==> src/rtl/call_dispatcher.sv <==
// Elevator call side: button conditioning, call latches and SCAN target
// selection for the movement block.
module call_dispatcher #(
  parameter int DEBOUNCE_CYCLES = 3
) (
  input  logic       clk,
  input  logic       rst_n,
  input  logic       button1,
  input  logic       button2,
  input  logic       button3,
  input  logic [2:0] floor_onehot,
  input  logic       door_open,
  input  logic       arrive_ack,
  input  logic       sos_mode,
  output logic       led1,
  output logic       led2,
  output logic       led3,
  output logic       target_valid,
  output logic [2:0] target_floor,
  output logic       dir_up,
  output logic       idle
);

  typedef enum logic [1:0] {
    S_IDLE,
    S_UP,
    S_DOWN
  } state_t;

  localparam logic [3:0] DEB_M1 = 4'(DEBOUNCE_CYCLES - 1);

  logic [2:0]      s1_q, s1_d;
  logic [2:0]      s2_q, s2_d;
  logic [2:0]      deb_q, deb_d;
  logic [2:0]      rise_q, rise_d;
  logic [2:0][3:0] cnt_q, cnt_d;
  logic [2:0]      call_q, call_d;
  logic [2:0]      tgt_q, tgt_d;
  state_t          state_q, state_d;

  logic       floor_ok;
  logic [2:0] set_v, clr_v;
  logic [2:0] above, below, here;
  logic [2:0] lo_above, hi_below;

  always_ff @(posedge clk or negedge rst_n) begin
    if (!rst_n) begin
      s1_q    <= '0;
      s2_q    <= '0;
      deb_q   <= '0;
      rise_q  <= '0;
      cnt_q   <= '0;
      call_q  <= '0;
      tgt_q   <= '0;
      state_q <= S_IDLE;
    end else begin
      s1_q    <= s1_d;
      s2_q    <= s2_d;
      deb_q   <= deb_d;
      rise_q  <= rise_d;
      cnt_q   <= cnt_d;
      call_q  <= call_d;
      tgt_q   <= tgt_d;
      state_q <= state_d;
    end
  end

  // Sync + debounce; counter only runs while the sync value disagrees
  always_comb begin
    s1_d  = {button3, button2, button1};
    s2_d  = s1_q;
    deb_d = deb_q;
    cnt_d = cnt_q;
    for (int i = 0; i < 3; i++) begin
      if (s2_q[i] == deb_q[i]) begin
        cnt_d[i] = '0;
      end else if (cnt_q[i] >= DEB_M1) begin
        deb_d[i] = s2_q[i];
        cnt_d[i] = '0;
      end else if (cnt_q[i] != 4'hF) begin
        cnt_d[i] = cnt_q[i] + 4'd1;
      end
    end
    rise_d = deb_d & ~deb_q;
  end

  assign floor_ok = (floor_onehot == 3'b001) ||
                    (floor_onehot == 3'b010) ||
                    (floor_onehot == 3'b100);

  always_comb begin
    set_v = rise_q & ~(floor_onehot & {3{door_open}});
    clr_v = (arrive_ack && floor_ok) ? floor_onehot : 3'b000;
    call_d = (call_q | set_v) & ~clr_v;
    if (sos_mode) call_d = '0;
  end

  always_comb begin
    above = '0;
    below = '0;
    here  = call_q & floor_onehot;
    if (floor_ok) begin
      unique case (1'b1)
        floor_onehot[0]: above = call_q & 3'b110;
        floor_onehot[1]: begin
          above = call_q & 3'b100;
          below = call_q & 3'b001;
        end
        floor_onehot[2]: below = call_q & 3'b011;
      endcase
    end
    lo_above = above[1] ? 3'b010 : (above[2] ? 3'b100 : 3'b000);
    hi_below = below[1] ? 3'b010 : (below[0] ? 3'b001 : 3'b000);
  end

  always_comb begin
    state_d = state_q;
    tgt_d   = tgt_q;
    if (sos_mode) begin
      state_d = S_IDLE;
      tgt_d   = '0;
    end else if (floor_ok) begin
      unique case (state_q)
        S_IDLE: begin
          if (here != 3'b000) begin
            tgt_d   = floor_onehot;
            state_d = floor_onehot[2] ? S_DOWN : S_UP;
          end else if (above != 3'b000) begin
            tgt_d   = lo_above;
            state_d = S_UP;
          end else if (below != 3'b000) begin
            tgt_d   = hi_below;
            state_d = S_DOWN;
          end else begin
            tgt_d   = '0;
          end
        end
        S_UP: begin
          if (above != 3'b000) begin
            tgt_d = lo_above;
          end else if (here != 3'b000) begin
            tgt_d = floor_onehot;
          end else if (below != 3'b000) begin
            tgt_d   = hi_below;
            state_d = S_DOWN;
          end else begin
            tgt_d   = '0;
            state_d = S_IDLE;
          end
        end
        S_DOWN: begin
          if (below != 3'b000) begin
            tgt_d = hi_below;
          end else if (here != 3'b000) begin
            tgt_d = floor_onehot;
          end else if (above != 3'b000) begin
            tgt_d   = lo_above;
            state_d = S_UP;
          end else begin
            tgt_d   = '0;
            state_d = S_IDLE;
          end
        end
        default: begin
          tgt_d   = '0;
          state_d = S_IDLE;
        end
      endcase
    end
  end

  assign led1         = call_q[0];
  assign led2         = call_q[1];
  assign led3         = call_q[2];
  assign idle         = (state_q == S_IDLE);
  assign dir_up       = (state_q == S_UP);
  assign target_valid = !idle && (tgt_q != 3'b000);
  assign target_floor = target_valid ? tgt_q : 3'b000;

endmodule

==> config.mk <==
export PLATFORM = sky130hd
export DESIGN_NAME = call_dispatcher
export DESIGN_NICKNAME = d
export VERILOG_FILES = /design/src/rtl/call_dispatcher.sv
export SDC_FILE = /design/constraint.sdc
export NUM_CORES = 1
export LEC_CHECK = 0
export CAP_MARGIN = 10
export CORE_MARGIN = 1
export CORE_UTILIZATION = 60
export DETAILED_ROUTE_END_ITERATION = 10
export PLACE_DENSITY_LB_ADDON = 0.1
export SLEW_MARGIN = 20
export SYNTH_ARGS = -nofsm -noshare
export SYNTH_HDL_FRONTEND = slang
export SYNTH_SLANG_ARGS = --single-unit
==> constraint.sdc <==
create_clock -name clk -period 5 [get_ports clk]
set_input_delay 0.5 -clock clk [delete_from_list [all_inputs] [get_ports clk]]
set_output_delay 0.5 -clock clk [all_outputs]
set_load 0.005 [all_outputs]
# --- Word level (Yosys, flattened, before mapping) ---
# Index checks and enable logic that the tools add are counted.
op_classes:
  n_addsub: 3
  magnitude_cmp: 3
  n_eq_ne: 16
  mux: 50
  bitwise_logic: 9
  reduce_logical: 15
op_table:
  columns: ["cell", "count"]
  rows:
  - ["3-bit 2-to-1 mux", 15]
  - ["4-bit 2-to-1 mux", 9]
  - ["2-bit 2-to-1 mux", 14]
  - ["3-bit nonzero test", 7]
  - ["3-bit AND", 5]
  - ["4-bit by 1-bit adder with 4-bit output, second input constant", 3]
  - ["4-bit by 2-bit >= comparator with 1-bit output, second input constant", 3]
  - ["3-bit inequality test, second input constant", 4]
  - ["4-bit inequality test, second input constant", 3]
  - ["3-bit NOT", 3]
  - ["3-bit one-hot mux with 3 select lines", 1]
  - ["1-bit 2-to-1 mux", 8]
  - ["2-bit one-hot mux with 3 select lines", 1]
  - ["3-bit one-hot mux with 2 select lines", 1]
  - ["6-bit AND reduction", 1]
  - ["5-bit by 2-bit inequality test with 1-bit output, second input constant", 1]
  - ["2-bit one-hot mux with 2 select lines", 1]
  - ["1-bit == test", 3]
  - ["3-bit by 1-bit == test with 1-bit output, second input constant", 1]
  - ["3-bit by 2-bit == test with 1-bit output, second input constant", 1]
  - ["3-bit == test, second input constant", 1]
  - ["3-bit bitwise OR", 1]
  - ["2-bit by 1-bit == test with 1-bit output, second input constant", 1]
  - ["2-bit == test, second input constant", 1]
  - ["other kinds (5)", 7]
totals:
  reg_bits: 32
  inputBits: 11
  out_inout_bits: 9
  wordCells: 106

# --- Longest topological paths before layout ---
logic_depth:
  depth_word: 12
  mapped_depth: 7
  ltp_nobuf: 5

# --- Least setup slack after synthesis ---
# No wires, ideal clock.
synth_path:
  path_kind: "input-to-reg"
  from: "input port floor_onehot[1]"
  to: "register tgt_q[2]"
  setup_ns: 0.067
  arrival_time_ns: 1.691
  required_ns: 4.933
  slack_ns: 3.242
  cell_stages: 5
  path_buffers: 0
  cell_sequence: "a222oi_1 > or2_1 > a31oi_1 > a2111oi_0 > a22o_1"
synth_between:
  elab_chain_len: 12
  word_cells_on_any_way: 26
  classes_between: "eq/ne: 3; mux: 16; bitwise: 1; reduce/logical: 6"
synth_rtl:
  columns: ["item", "line", "source"]
  rows:
  - ["start, declared", "11", "input logic [2:0] floor_onehot,"]
  - ["3-bit by 1-bit == test with 1-bit output / 3-bit by 2-bit == test with 1-bit output (equally long branches)", "87, 88", null]
  - ["1-bit logical OR", "87", "assign floor_ok = (floor_onehot == 3'b001) ||"]
  - ["1-bit logical OR", "88", "(floor_onehot == 3'b010) ||"]
  - ["3-bit 2-to-1 mux", "102", "if (floor_ok) begin"]
  - ["3-bit 2-to-1 mux (2 in a row)", "112", "lo_above = above[1] ? 3'b010 : (above[2] ? 3'b100 : 3'b000);"]
  - ["3-bit 2-to-1 mux", "156", "end else if (above != 3'b000) begin"]
  - ["3-bit 2-to-1 mux", "154", "end else if (here != 3'b000) begin"]
  - ["3-bit 2-to-1 mux", "152", "if (below != 3'b000) begin"]
  - ["3-bit one-hot mux with 3 select lines", "123", "unique case (state_q)"]
  - ["3-bit 2-to-1 mux", "122", "end else if (floor_ok) begin"]
  - ["3-bit 2-to-1 mux", "119", "if (sos_mode) begin"]
  - ["end signal, assigned", "63", "tgt_q <= tgt_d;"]
  - ["end, declared", "38", "logic [2:0] tgt_q, tgt_d;"]
# Several ways; a longest one is shown, not always the timed one. The select of a mux whose other input is x is not followed.
# A chain may end at the register's enable or synchronous reset.

# --- Worst setup path after layout ---
layout_path:
  from: "input port floor_onehot[2]"
  to: "register tgt_q[2]"
# Same word-level chain as after synthesis.

==> results.sh <==
export IMPL_yosysWarnings=0
export IMPL_max_cap_viol_count=0
export IMPL_reg2reg_from="call_q[1]"
export IMPL_use_met2_pct=39.80
export IMPL_rr_worst_depth=5
export IMPL_yosys_area_share_xor_xnor_pct=2.925
export IMPL_rows=19
export IMPL_cp_slowest_stage_delay_ps=820
export IMPL_post_route_drc_count=2
export IMPL_fillers=214
export IMPL_synth_edf_count=0
export IMPL_hp_start="s1_q[0]"
export IMPL_post_route_util_pct=72.21
export IMPL_synthArstFlopShare_pct=100.0
export IMPL_path_clk_slew_ps=90
export IMPL_final_common_cell="dfrtp_1"
export IMPL_antennaDiodeCount=0
export IMPL_path_cells="clkdlybuf4s50_1, a222oi_1, or2_1, a31oi_1, a2111oi_0, a22o_1"
export IMPL_rsz0062_at_grt="no"
export IMPL_dp_cells=227
export IMPL_reg2reg_to="tgt_q[2]"
export IMPL_seq_area_frac_synth_pct=44.57
export IMPL_power_density_nw_per_um2=268.6
export IMPL_r2r_setup_slack_ps=2850
export IMPL_grt_pass1_wl_um=5968
export IMPL_core_um2=2805
export IMPL_outcome="finished with violations"
export IMPL_tns_ps=0
export IMPL_ys_flop_type="dfrtp_1"
export IMPL_use_met1_pct=29.32
export IMPL_violations="design-rule violations"
export IMPL_grt_pass1_vias=1397
export IMPL_crit_buf_inv=1
export IMPL_numCtsBuffers=5
export IMPL_period_needed_ps=2628
export IMPL_yosysUniqueCellTypes=50
export IMPL_final_cell_mix="dfrtp_1, clkdlybuf4s50_1, nor2_1"
export IMPL_cts_sinks=32
export IMPL_ctsHoldBuffers=0
export IMPL_setup_violations=0
export IMPL_wl_um=3412
export IMPL_crit_type="input port to flop"
export IMPL_chipHeight_um=56.72
export IMPL_instances_no_fill=234
export IMPL_cts_tree="done"
export IMPL_ir_drop_v=0.0002178
export IMPL_synth_top_family_by_area="compound AO/OA/AOI/OAI gates"
export IMPL_routed_via_density=6.265
export IMPL_post_cts_buffers=0
export IMPL_hold_class="flop to flop"
export IMPL_dieArea_um2=3217
export IMPL_final_net_count=220
export IMPL_wl_per_cell_um=14.58
export IMPL_cp_start_kind="input port"
export IMPL_hold_viol=0
export IMPL_critPathSlowestCell="clkdlybuf4s50_1"
export IMPL_grt_max_degree=33
export IMPL_fp_dieW_um=56.72
export IMPL_port_buffers=19
export IMPL_crit_start="floor_onehot[2]"
export IMPL_path_max_fanout=25
export IMPL_synth_mux_area_fraction_pct=1.880
export IMPL_initial_core_util_pct=64.05
export IMPL_cp_required_ps=5270
export IMPL_gp_congestion=0.9413
export IMPL_hold_depth=0
export IMPL_grtUsageMet3_pct=7.143
export IMPL_io_pins=20
export IMPL_syn_cell_area_um2=1797
export IMPL_antenna_found_initial=0
export IMPL_whs_endpoint="s2_q[0]"
export IMPL_htreeDepth=2
export IMPL_synth_simple_area_share_pct=17.90
export IMPL_antenna_violating_nets_post_route=0
export IMPL_dp_final_hpwl_um=2442
export IMPL_vias=1466
export IMPL_drive_gt1_share_pct=6.404
export IMPL_top_usage_layer="met2"
export IMPL_postCtsResizedCells=0
export IMPL_finClkSkew_ps=5.102
export IMPL_drt_iter0_markers=158
export IMPL_finalMaxSlewViolations=0
export IMPL_syn_avg_cell_area_um2=9.660
export IMPL_ys_seq_elements=32
export IMPL_setup_worst_path_end_class="flop"
export IMPL_track_usage_pct=24.78
export IMPL_max_freq_ghz=0.3805
export IMPL_drt_pass1_iterations=8
export IMPL_p_leak_nw=0.8781
export IMPL_cp_arrival_ps=2900
export IMPL_cts_buffer_depth=2
export IMPL_crit_family="compound AO/OA/AOI/OAI gates"
export IMPL_synthCells=186
export IMPL_synth_compound_area_share_pct=22.63
export IMPL_area_delta_synth_final_pct=12.74
export IMPL_gr_total_overflow=0
export IMPL_clkLatencyLatePin_ps=320
export IMPL_synth_fa_ha_area_share_pct=4.178
export IMPL_fin_crit_sh_pct=52.57
export IMPL_slew_limit_headroom_pct=46.99
export IMPL_cts_root_buf="clkbuf_4"
export IMPL_tightest_slew_ps=792.7
[final cells by class]
cell class | count | area [µm²] | share of cell area (%)
clock buffer | 6 | 41.29 | 2.038
multi-input combinational | 133 | 900.9 | 44.47
timing repair buffer | 20 | 197.7 | 9.759
inverter | 11 | 41.29 | 2.038
tap | 31 | 38.79 | 1.915
sequential | 32 | 800.8 | 39.53
clock inverter | 1 | 5.005 | 0.2471
[per-stage QoR]
stage / setup slack [ps] / cell area (µm²) / hold WS (ps) / power, W
after floorplan: 3242 / 1804 / 204.4 / 0.0003832
after global routing: 2159 / 2026 / 367.8 / 0.0005794
after global placement: 2220 / 1979 / 331.9 / 0.0004147
after detailed placement: 2106 / 1979 / 335.6 / 0.0004210
final: 2372 / 2026 / 353.9 / 0.0005440
after CTS: 2439 / 2026 / 356.2 / 0.0005509
[kinds of logic (layout without fill, tap and decap cells)]
group	Yosys count	after routing
xor+xnor	6	6
compound gates	58	58
fa+ha+maj	6	6
mux	3	3
buf+inv	23	38
simple gates	57	57
flops	32	32
other cells	1	3
[state kept, by name (all words and copies together) (netlist names)]
register  cells
s2_q          3
tgt_q         3
rise_q        3
call_q        3
cnt_q        12
s1_q          3
state_q       2
deb_q         3
[synth_stat cells, drive strengths merged, types with 4 or more instances]
cell type | number | area, µm²
a211oi | 4 | 30.03
a21oi | 7 | 35.03
a31oi | 4 | 25.02
and3 | 4 | 25.02
buf | 8 | 46.29
clkbuf | 4 | 15.01
dfrtp | 32 | 800.8
ha | 6 | 75.07
inv | 11 | 41.29
nand2 | 6 | 22.52
nand3 | 4 | 20.02
nor2 | 13 | 48.80
nor2b | 10 | 62.56
nor3b | 4 | 30.03
o21ai | 15 | 82.58
xor2 | 5 | 43.79
[layer usage]
layer | vias up | share of wire [%] | wire (µm)
met5 | - | 0 | 0
met4 | 0 | 2.2 | 76
met3 | 10 | 5.5 | 187
met2 | 47 | 50 | 1707
met1 | 699 | 42 | 1440
li1 | 710 | - | -
[where the power goes]
group	internal [W]	switching, W
sequential	0.000280	0.0000229
combinational	0.0000532	0.0000601
clock	0.0000516	0.0000762
[worst max path at each step]
stage | slack [ps] | endpoint | cells after the start
after global routing | 2160 | tgt_q[2] | 6
after CTS | 2440 | tgt_q[2] | 6
after global placement | 2220 | tgt_q[2] | 6
final | 2370 | tgt_q[2] | 6
after floorplan | 3240 | tgt_q[2] | 5
after detailed placement | 2110 | tgt_q[2] | 6
Note: power is estimated with default switching activity, not from simulation.
